File: config.mk
export PLATFORM = sky130hd
export DESIGN_NAME = mem_arbiter
export DESIGN_NICKNAME = d
export VERILOG_FILES = /design/src/rtl/mem_arbiter_pkg.sv /design/src/rtl/mem_arbiter.sv
export SDC_FILE = /design/constraint.sdc
export NUM_CORES = 1
export LEC_CHECK = 0
export CORE_ASPECT_RATIO = 0.6
export CORE_UTILIZATION = 42
export DETAILED_ROUTE_END_ITERATION = 10
export GPL_TIMING_DRIVEN = 0
export MAX_ROUTING_LAYER = met4
export PLACE_DENSITY = 0.78
export SLEW_MARGIN = 30
export SYNTH_ARGS = -nofsm -noshare
export SYNTH_HDL_FRONTEND = slang
export SYNTH_SLANG_ARGS = --single-unit
File: constraint.sdc
create_clock -name clk -period 2.8 [get_ports clk]
set_clock_uncertainty 0.1 [all_clocks]
set_input_delay 0.28 -clock clk [delete_from_list [all_inputs] [get_ports clk]]
set_output_delay 0.28 -clock clk [all_outputs]
set_load 0.005 [all_outputs]
File: src/rtl/mem_arbiter_pkg.sv
// Shared configuration for the memory arbiter.
// Contents:
//   - FSM state encodings (kept as plain 3-bit constants for legacy tools)
//   - default starvation limit and IO address selector
//   - read/write and access-length codes used on the mc_* interface
//   - grant_t: result of the combinational grant decision
//   - io_blocked(): tells whether an LS store cannot go out because the
//     IO write buffer is full
package mem_arbiter_pkg;

    localparam logic [2:0] ST_IDLE    = 3'd0;
    localparam logic [2:0] ST_BUSY_IF = 3'd1;
    localparam logic [2:0] ST_BUSY_LS = 3'd2;
    localparam logic [2:0] ST_DROP    = 3'd3;
    localparam logic [2:0] ST_RESP    = 3'd4;

    localparam int         STARVE_LIMIT_DEF = 4;
    localparam logic [1:0] IO_SEL_DEF       = 2'b11;

    localparam logic       MEM_READ  = 1'b0;
    localparam logic       MEM_WRITE = 1'b1;

    localparam logic [2:0] LEN_BYTE = 3'd1;
    localparam logic [2:0] LEN_HALF = 3'd2;
    localparam logic [2:0] LEN_WORD = 3'd4;

    typedef enum logic [1:0] {
        GNT_NONE = 2'd0,
        GNT_IF   = 2'd1,
        GNT_LS   = 2'd2
    } grant_t;

    // A store to the IO window is held back while the IO buffer is full.
    function automatic logic io_blocked(input logic       we,
                                        input logic [1:0] addr_sel,
                                        input logic [1:0] io_sel,
                                        input logic       buffer_full);
        return we && (addr_sel == io_sel) && buffer_full;
    endfunction

endpackage

File: src/rtl/mem_arbiter.sv
// Two-port memory arbiter: instruction fetch (IF) and load/store (LS) share
// one byte-serial memory controller.
// Ports:
//   clk, rst            clock (rising edge), synchronous active-high reset
//   rdy                 global enable; low freezes every register
//   flush               branch mispredict, cancels an instruction fetch
//   io_buffer_full      IO write path cannot take a store
//   if_req/if_addr      fetch request; if_ack/if_data response
//   ls_req/ls_we/ls_len/ls_addr/ls_wdata   load/store request;
//   ls_ack/ls_rdata     load/store response
//   mc_en/mc_we/mc_len/mc_addr/mc_wdata    request to memory controller
//   mc_done/mc_rdata    completion and read data from memory controller
// LS has priority; a starvation counter forces an IF grant after
// STARVE_LIMIT consecutive LS grants made while IF was waiting.
module mem_arbiter
    import mem_arbiter_pkg::*;
#(
    parameter int         STARVE_LIMIT = STARVE_LIMIT_DEF,
    parameter logic [1:0] IO_SEL       = IO_SEL_DEF
) (
    input  logic        clk,
    input  logic        rst,
    input  logic        rdy,
    input  logic        flush,
    input  logic        io_buffer_full,
    input  logic        if_req,
    input  logic [31:0] if_addr,
    output logic        if_ack,
    output logic [31:0] if_data,
    input  logic        ls_req,
    input  logic        ls_we,
    input  logic [2:0]  ls_len,
    input  logic [31:0] ls_addr,
    input  logic [31:0] ls_wdata,
    output logic        ls_ack,
    output logic [31:0] ls_rdata,
    output logic        mc_en,
    output logic        mc_we,
    output logic [2:0]  mc_len,
    output logic [31:0] mc_addr,
    output logic [31:0] mc_wdata,
    input  logic        mc_done,
    input  logic [31:0] mc_rdata
);

    localparam int                CNT_W   = $clog2(STARVE_LIMIT + 1);
    localparam logic [CNT_W-1:0]  LIMIT_C = CNT_W'(STARVE_LIMIT);

    logic [2:0]       state_r;
    logic [CNT_W-1:0] starve_cnt_r;
    grant_t           grant_s;
    logic             ls_ok_s;
    logic             if_ok_s;

    // Grant decision for the current IDLE cycle.
    always_comb begin
        grant_s = GNT_NONE;
        ls_ok_s = ls_req && !io_blocked(ls_we, ls_addr[17:16], IO_SEL, io_buffer_full);
        if_ok_s = if_req && !flush;
        if (if_ok_s && (starve_cnt_r == LIMIT_C)) begin
            grant_s = GNT_IF;
        end else if (ls_ok_s) begin
            grant_s = GNT_LS;
        end else if (if_ok_s) begin
            grant_s = GNT_IF;
        end else begin
            grant_s = GNT_NONE;
        end
    end

    // Arbiter FSM, starvation counter and all registered outputs.
    always_ff @(posedge clk) begin
        if (rst) begin
            state_r      <= ST_IDLE;
            starve_cnt_r <= '0;
            mc_en        <= 1'b0;
            mc_we        <= 1'b0;
            mc_len       <= 3'd0;
            mc_addr      <= 32'd0;
            mc_wdata     <= 32'd0;
            if_ack       <= 1'b0;
            if_data      <= 32'd0;
            ls_ack       <= 1'b0;
            ls_rdata     <= 32'd0;
        end else if (rdy) begin
            case (state_r)
                ST_IDLE: begin
                    case (grant_s)
                        GNT_IF: begin
                            state_r      <= ST_BUSY_IF;
                            starve_cnt_r <= '0;
                            mc_en        <= 1'b1;
                            mc_we        <= MEM_READ;
                            mc_len       <= LEN_WORD;
                            mc_addr      <= if_addr;
                            mc_wdata     <= 32'd0;
                        end
                        GNT_LS: begin
                            state_r  <= ST_BUSY_LS;
                            mc_en    <= 1'b1;
                            mc_we    <= ls_we;
                            mc_len   <= ls_len;
                            mc_addr  <= ls_addr;
                            mc_wdata <= ls_wdata;
                            // Only LS grants that overtake a waiting fetch count.
                            if (!if_req) begin
                                starve_cnt_r <= '0;
                            end else if (starve_cnt_r != LIMIT_C) begin
                                starve_cnt_r <= starve_cnt_r + CNT_W'(1);
                            end
                        end
                        default: begin
                            if (!if_req) begin
                                starve_cnt_r <= '0;
                            end
                        end
                    endcase
                end
                ST_BUSY_IF: begin
                    // The controller cannot be aborted, so a flushed fetch
                    // still runs to mc_done; its data is simply discarded.
                    if (flush) begin
                        if (mc_done) begin
                            state_r <= ST_IDLE;
                            mc_en   <= 1'b0;
                        end else begin
                            state_r <= ST_DROP;
                        end
                    end else if (mc_done) begin
                        state_r <= ST_RESP;
                        mc_en   <= 1'b0;
                        if_ack  <= 1'b1;
                        if_data <= mc_rdata;
                    end
                end
                ST_BUSY_LS: begin
                    if (mc_done) begin
                        state_r  <= ST_RESP;
                        mc_en    <= 1'b0;
                        ls_ack   <= 1'b1;
                        ls_rdata <= mc_rdata;
                    end
                end
                ST_DROP: begin
                    if (mc_done) begin
                        state_r <= ST_IDLE;
                        mc_en   <= 1'b0;
                    end
                end
                ST_RESP: begin
                    state_r <= ST_IDLE;
                    if_ack  <= 1'b0;
                    ls_ack  <= 1'b0;
                end
                default: begin
                    state_r <= ST_IDLE;
                    mc_en   <= 1'b0;
                    if_ack  <= 1'b0;
                    ls_ack  <= 1'b0;
                end
            endcase
        end
    end

endmodule
==> metrics.md <==
| Metric | Value |
|---|---|
| Final min period | `2644 ps` |
| Fin. Hold Viols | `0` |
| NetSw | `1.382 mW` |
| Largest net degree at the start of global routing | `17` |
| Top post-synthesis cells by area | `dfxtp_1 (45%), a21oi_1 (11%), nand4_1 (7.0%), o31ai_2 (6.0%), mux2i_1 (5.1%)` |
| H-Tree Depth | `4` |
| Hold buffers post-CTS | `0` |
| Gr usage total | `0.2915` |
| EDFF count, synth | `0` |
| Fin. max-slew vios | `0` |
| Vias in the first global route | `6222` |
| Yosys warnings | `0` |
| Cell area after synthesis | `6238 um2` |
| Post-route ant nets | `0` |
| Combinational power share | `0.152` |
| CP endpoint | `mc_addr[10]$_SDFFE_PP0P_` |
| DR DRC count | `0` |
| Fin util | `0.6809` |
| Clk pwr share | `0.458` |
| Yosys cell types | `45` |
| Reg-to-Reg Start | `starve_cnt_r[0]$_SDFFE_PP0P_` |
| Syn_area_per_cell | `9.068 um2` |
| Max clock buf depth | `2` |
| Root Buffer | `clkbuf_16` |
| Max cap viols | `0` |
| Num CTS Buffers | `17` |
| Synth top area share | `0.4525` |
| Routability Congestion | `0.8666` |
| Mapped Nets | `833` |
| Synth Flop Type | `dfxtp_1` |
| Reg-to-reg slack, setup | `160 ps` |
| LEAKAGE | `3.340 nW` |
| Placed instance area | `9219 um2` |
| Vias per cell | `5.639` |
| Flops & latches, synth | `141` |
| Via count of the routed design | `6716` |
| Worst min path class | `in -> reg` |
| Core Rows | `34` |
| Worst EP arrival | `2860 ps` |
| First-pass GRT wire length | `33.79 mm` |
| Top post-synthesis cells by count | `dfxtp_1 (141), a21oi_1 (137), nand4_1 (70)` |
| Outcome | `finished, final reports clean` |
| Final total power | `5.429 mW` |
| Hold path depth | `3` |
| Startpoint types | `register` |
| Area grow syn2layout | `58.32%` |
| Max Freq | `378.2 MHz` |
| Cell with the most instances after synthesis | `dfxtp_1` |
| Core area | `14510 um2` |
| Register area share after synthesis | `0.4525` |
| Setup TNS Final | `0 ps` |
| Setup Viol. Count Final | `0` |
| Clk sinks | `141` |
| Starting density of the core | `0.4301` |
| Seq pwr share | `0.390` |
| Worst hold slack | `334.7 ps` |
| Avg WL per Cell | `18.60 um` |
| Antenna violations before repair | `0` |
| Critical path class | `reg -> reg` |
| Highest metal used | `met4` |
| Fin crit share | `0.9444` |
| CP endpoint kind | `register` |
| RSZ-0062 raised after global routing | `no` |
| Req. time, crit path | `3020 ps` |
| Metal3 WL | `1.695 mm` |
| R2R depth | `11` |
| Pwr dens | `549.6 nW/um2` |
| Placed Instances | `1159` |
| Int Power | `4.047 mW` |
| Non-Filler Instances | `1191` |
| Pre-CTS WS | `-318.9 ps` |
| GRT overflow | `0` |
| Chip Width | `159.3 um` |
| DRT met1 WL | `10.37 mm` |
| Die footprint | `15360 um2` |
| Worst-margin pin slew | `746.5 ps` |
| Syn Inst Count | `688` |
| Asr flop ratio synth | `0` |
| TritonCTS clock tree | `done` |
| Share of cells above drive strength 1 | `0.1078` |
| Initial DRT Pass Iterations | `5` |
| Final worst slack | `155.8 ps` |
| Final instance area | `9877 um2` |
| Ant diodes | `0` |
| Switching share of total power | `0.2545` |
| Fillers | `1189` |
| IO Count | `275` |
| Critical Path Fanout Max | `10` |
| Clk_lat worst skew | `410 ps` |
| Final WL | `22.15 mm` |
| FF-to-FF End | `mc_addr[10]$_SDFFE_PP0P_` |
| Die Span Y | `96.41 um` |
| Post-synth top area cell | `dfxtp_1` |
| Clock Pin Slew Worst Setup and Hold Paths | `70 ps` |
| Worst slew margin | `0.5024` |
| Initial DRC count | `589` |
| Final Net Count | `1125` |
| Hpwl dp | `16.50 mm` |
| Metal2 WL | `9.859 mm` |
| Peak supply drop | `517.0 uV` |
| Port Buffers | `273` |
| Worst setup path start | `starve_cnt_r[0]$_SDFFE_PP0P_` |
[cell families after synthesis]
group / after synthesis / share of synthesized area
muxes: 32 / 0.05134
buffers and inverters: 97 / 0.07501
DFF: 141 / 0.4525
adders and majority gates: 5 / 0.01003
and+or+nand+nor: 130 / 0.1282
AOI/OAI and AO/OA: 283 / 0.2830
[power groups by stage]
stage | Combinational (mW) | Sequential (mW) | Clock (mW)
4_1_cts | 0.822 | 2.12 | 2.51
5_1_grt | 0.889 | 2.12 | 2.59
3_3_place_gp | 0.812 | 2.16 | 0
2_1_floorplan | 0.341 | 2.16 | 0
6_report | 0.828 | 2.12 | 2.49
3_5_place_dp | 0.817 | 2.16 | 0
[metal layers]
metal,track usage,vias to the layer above
met1,0.3980,3191
met4,0.06330,0
met5,-,-
met3,0.06615,30
li1,-,3194
met2,0.4408,301
[layout by cell type (no fill, tap or decap), types with 8 or more instances in the layout]
cell,count
nand3_1,33
buf_2,22
nand4_1,70
o31ai_2,30
clkbuf_1,43
o21ai_0,49
a21oi_1,137
mux2i_1,32
dfxtp_1,141
o21ai_1,20
a211oi_1,32
clkbuf_16,17
clkdlybuf4s50_1,273
buf_6,8
inv_1,8
[critical path, stage by stage, from the launching register on]
cell,delay (ps)
dfxtp_1,330
inv_1,80
ha_1,190
nand2_1,130
a31oi_1,270
inv_1,110
ha_1,290
buf_2,200
inv_2,130
clkbuf_2,300
a21oi_1,120
a211oi_1,300
[flip-flops by register name (all words and copies together) (netlist names)]
signal        cells
if_ack            1
if_data          32
ls_ack            1
ls_rdata         32
mc_addr          32
mc_en             1
mc_len            3
mc_wdata         32
mc_we             1
starve_cnt_r      3
state_r           3
[worst min path at each step]
stage | from | end | slack (ps)
2_1_floorplan | mc_rdata[0] | ls_rdata[0]$_SDFFE_PP0P_ | 330
3_3_place_gp | ls_ack$_SDFFE_PP0P_ | ls_ack$_SDFFE_PP0P_ | 350
3_5_place_dp | ls_ack$_SDFFE_PP0P_ | ls_ack$_SDFFE_PP0P_ | 360
4_1_cts | ls_wdata[19] | mc_wdata[19]$_SDFFE_PP0P_ | 320
5_1_grt | ls_wdata[29] | mc_wdata[29]$_SDFFE_PP0P_ | 330
6_report | ls_wdata[19] | mc_wdata[19]$_SDFFE_PP0P_ | 330
[what timing repair did]
action / CTS / global route
endpoints found under the setup margin: 12 / 31
setup buffers: 0 / 0
pin swaps: 0 / 0
gates resized for setup: 3 / 9
[area by class of cell]
cell class / instances / area [um2] / area share
multi-input combinational: 450 / 2948 / 0.2985
sequential: 141 / 2823 / 0.2858
timing repair buffer: 273 / 2733 / 0.2767
buffer: 87 / 444.2 / 0.04497
clock buffer: 19 / 442.9 / 0.04484
tap: 198 / 247.7 / 0.02508
clock inverter: 13 / 201.4 / 0.02040
inverter: 10 / 37.54 / 0.003800
Note: power is estimated with default switching activity, not from simulation.
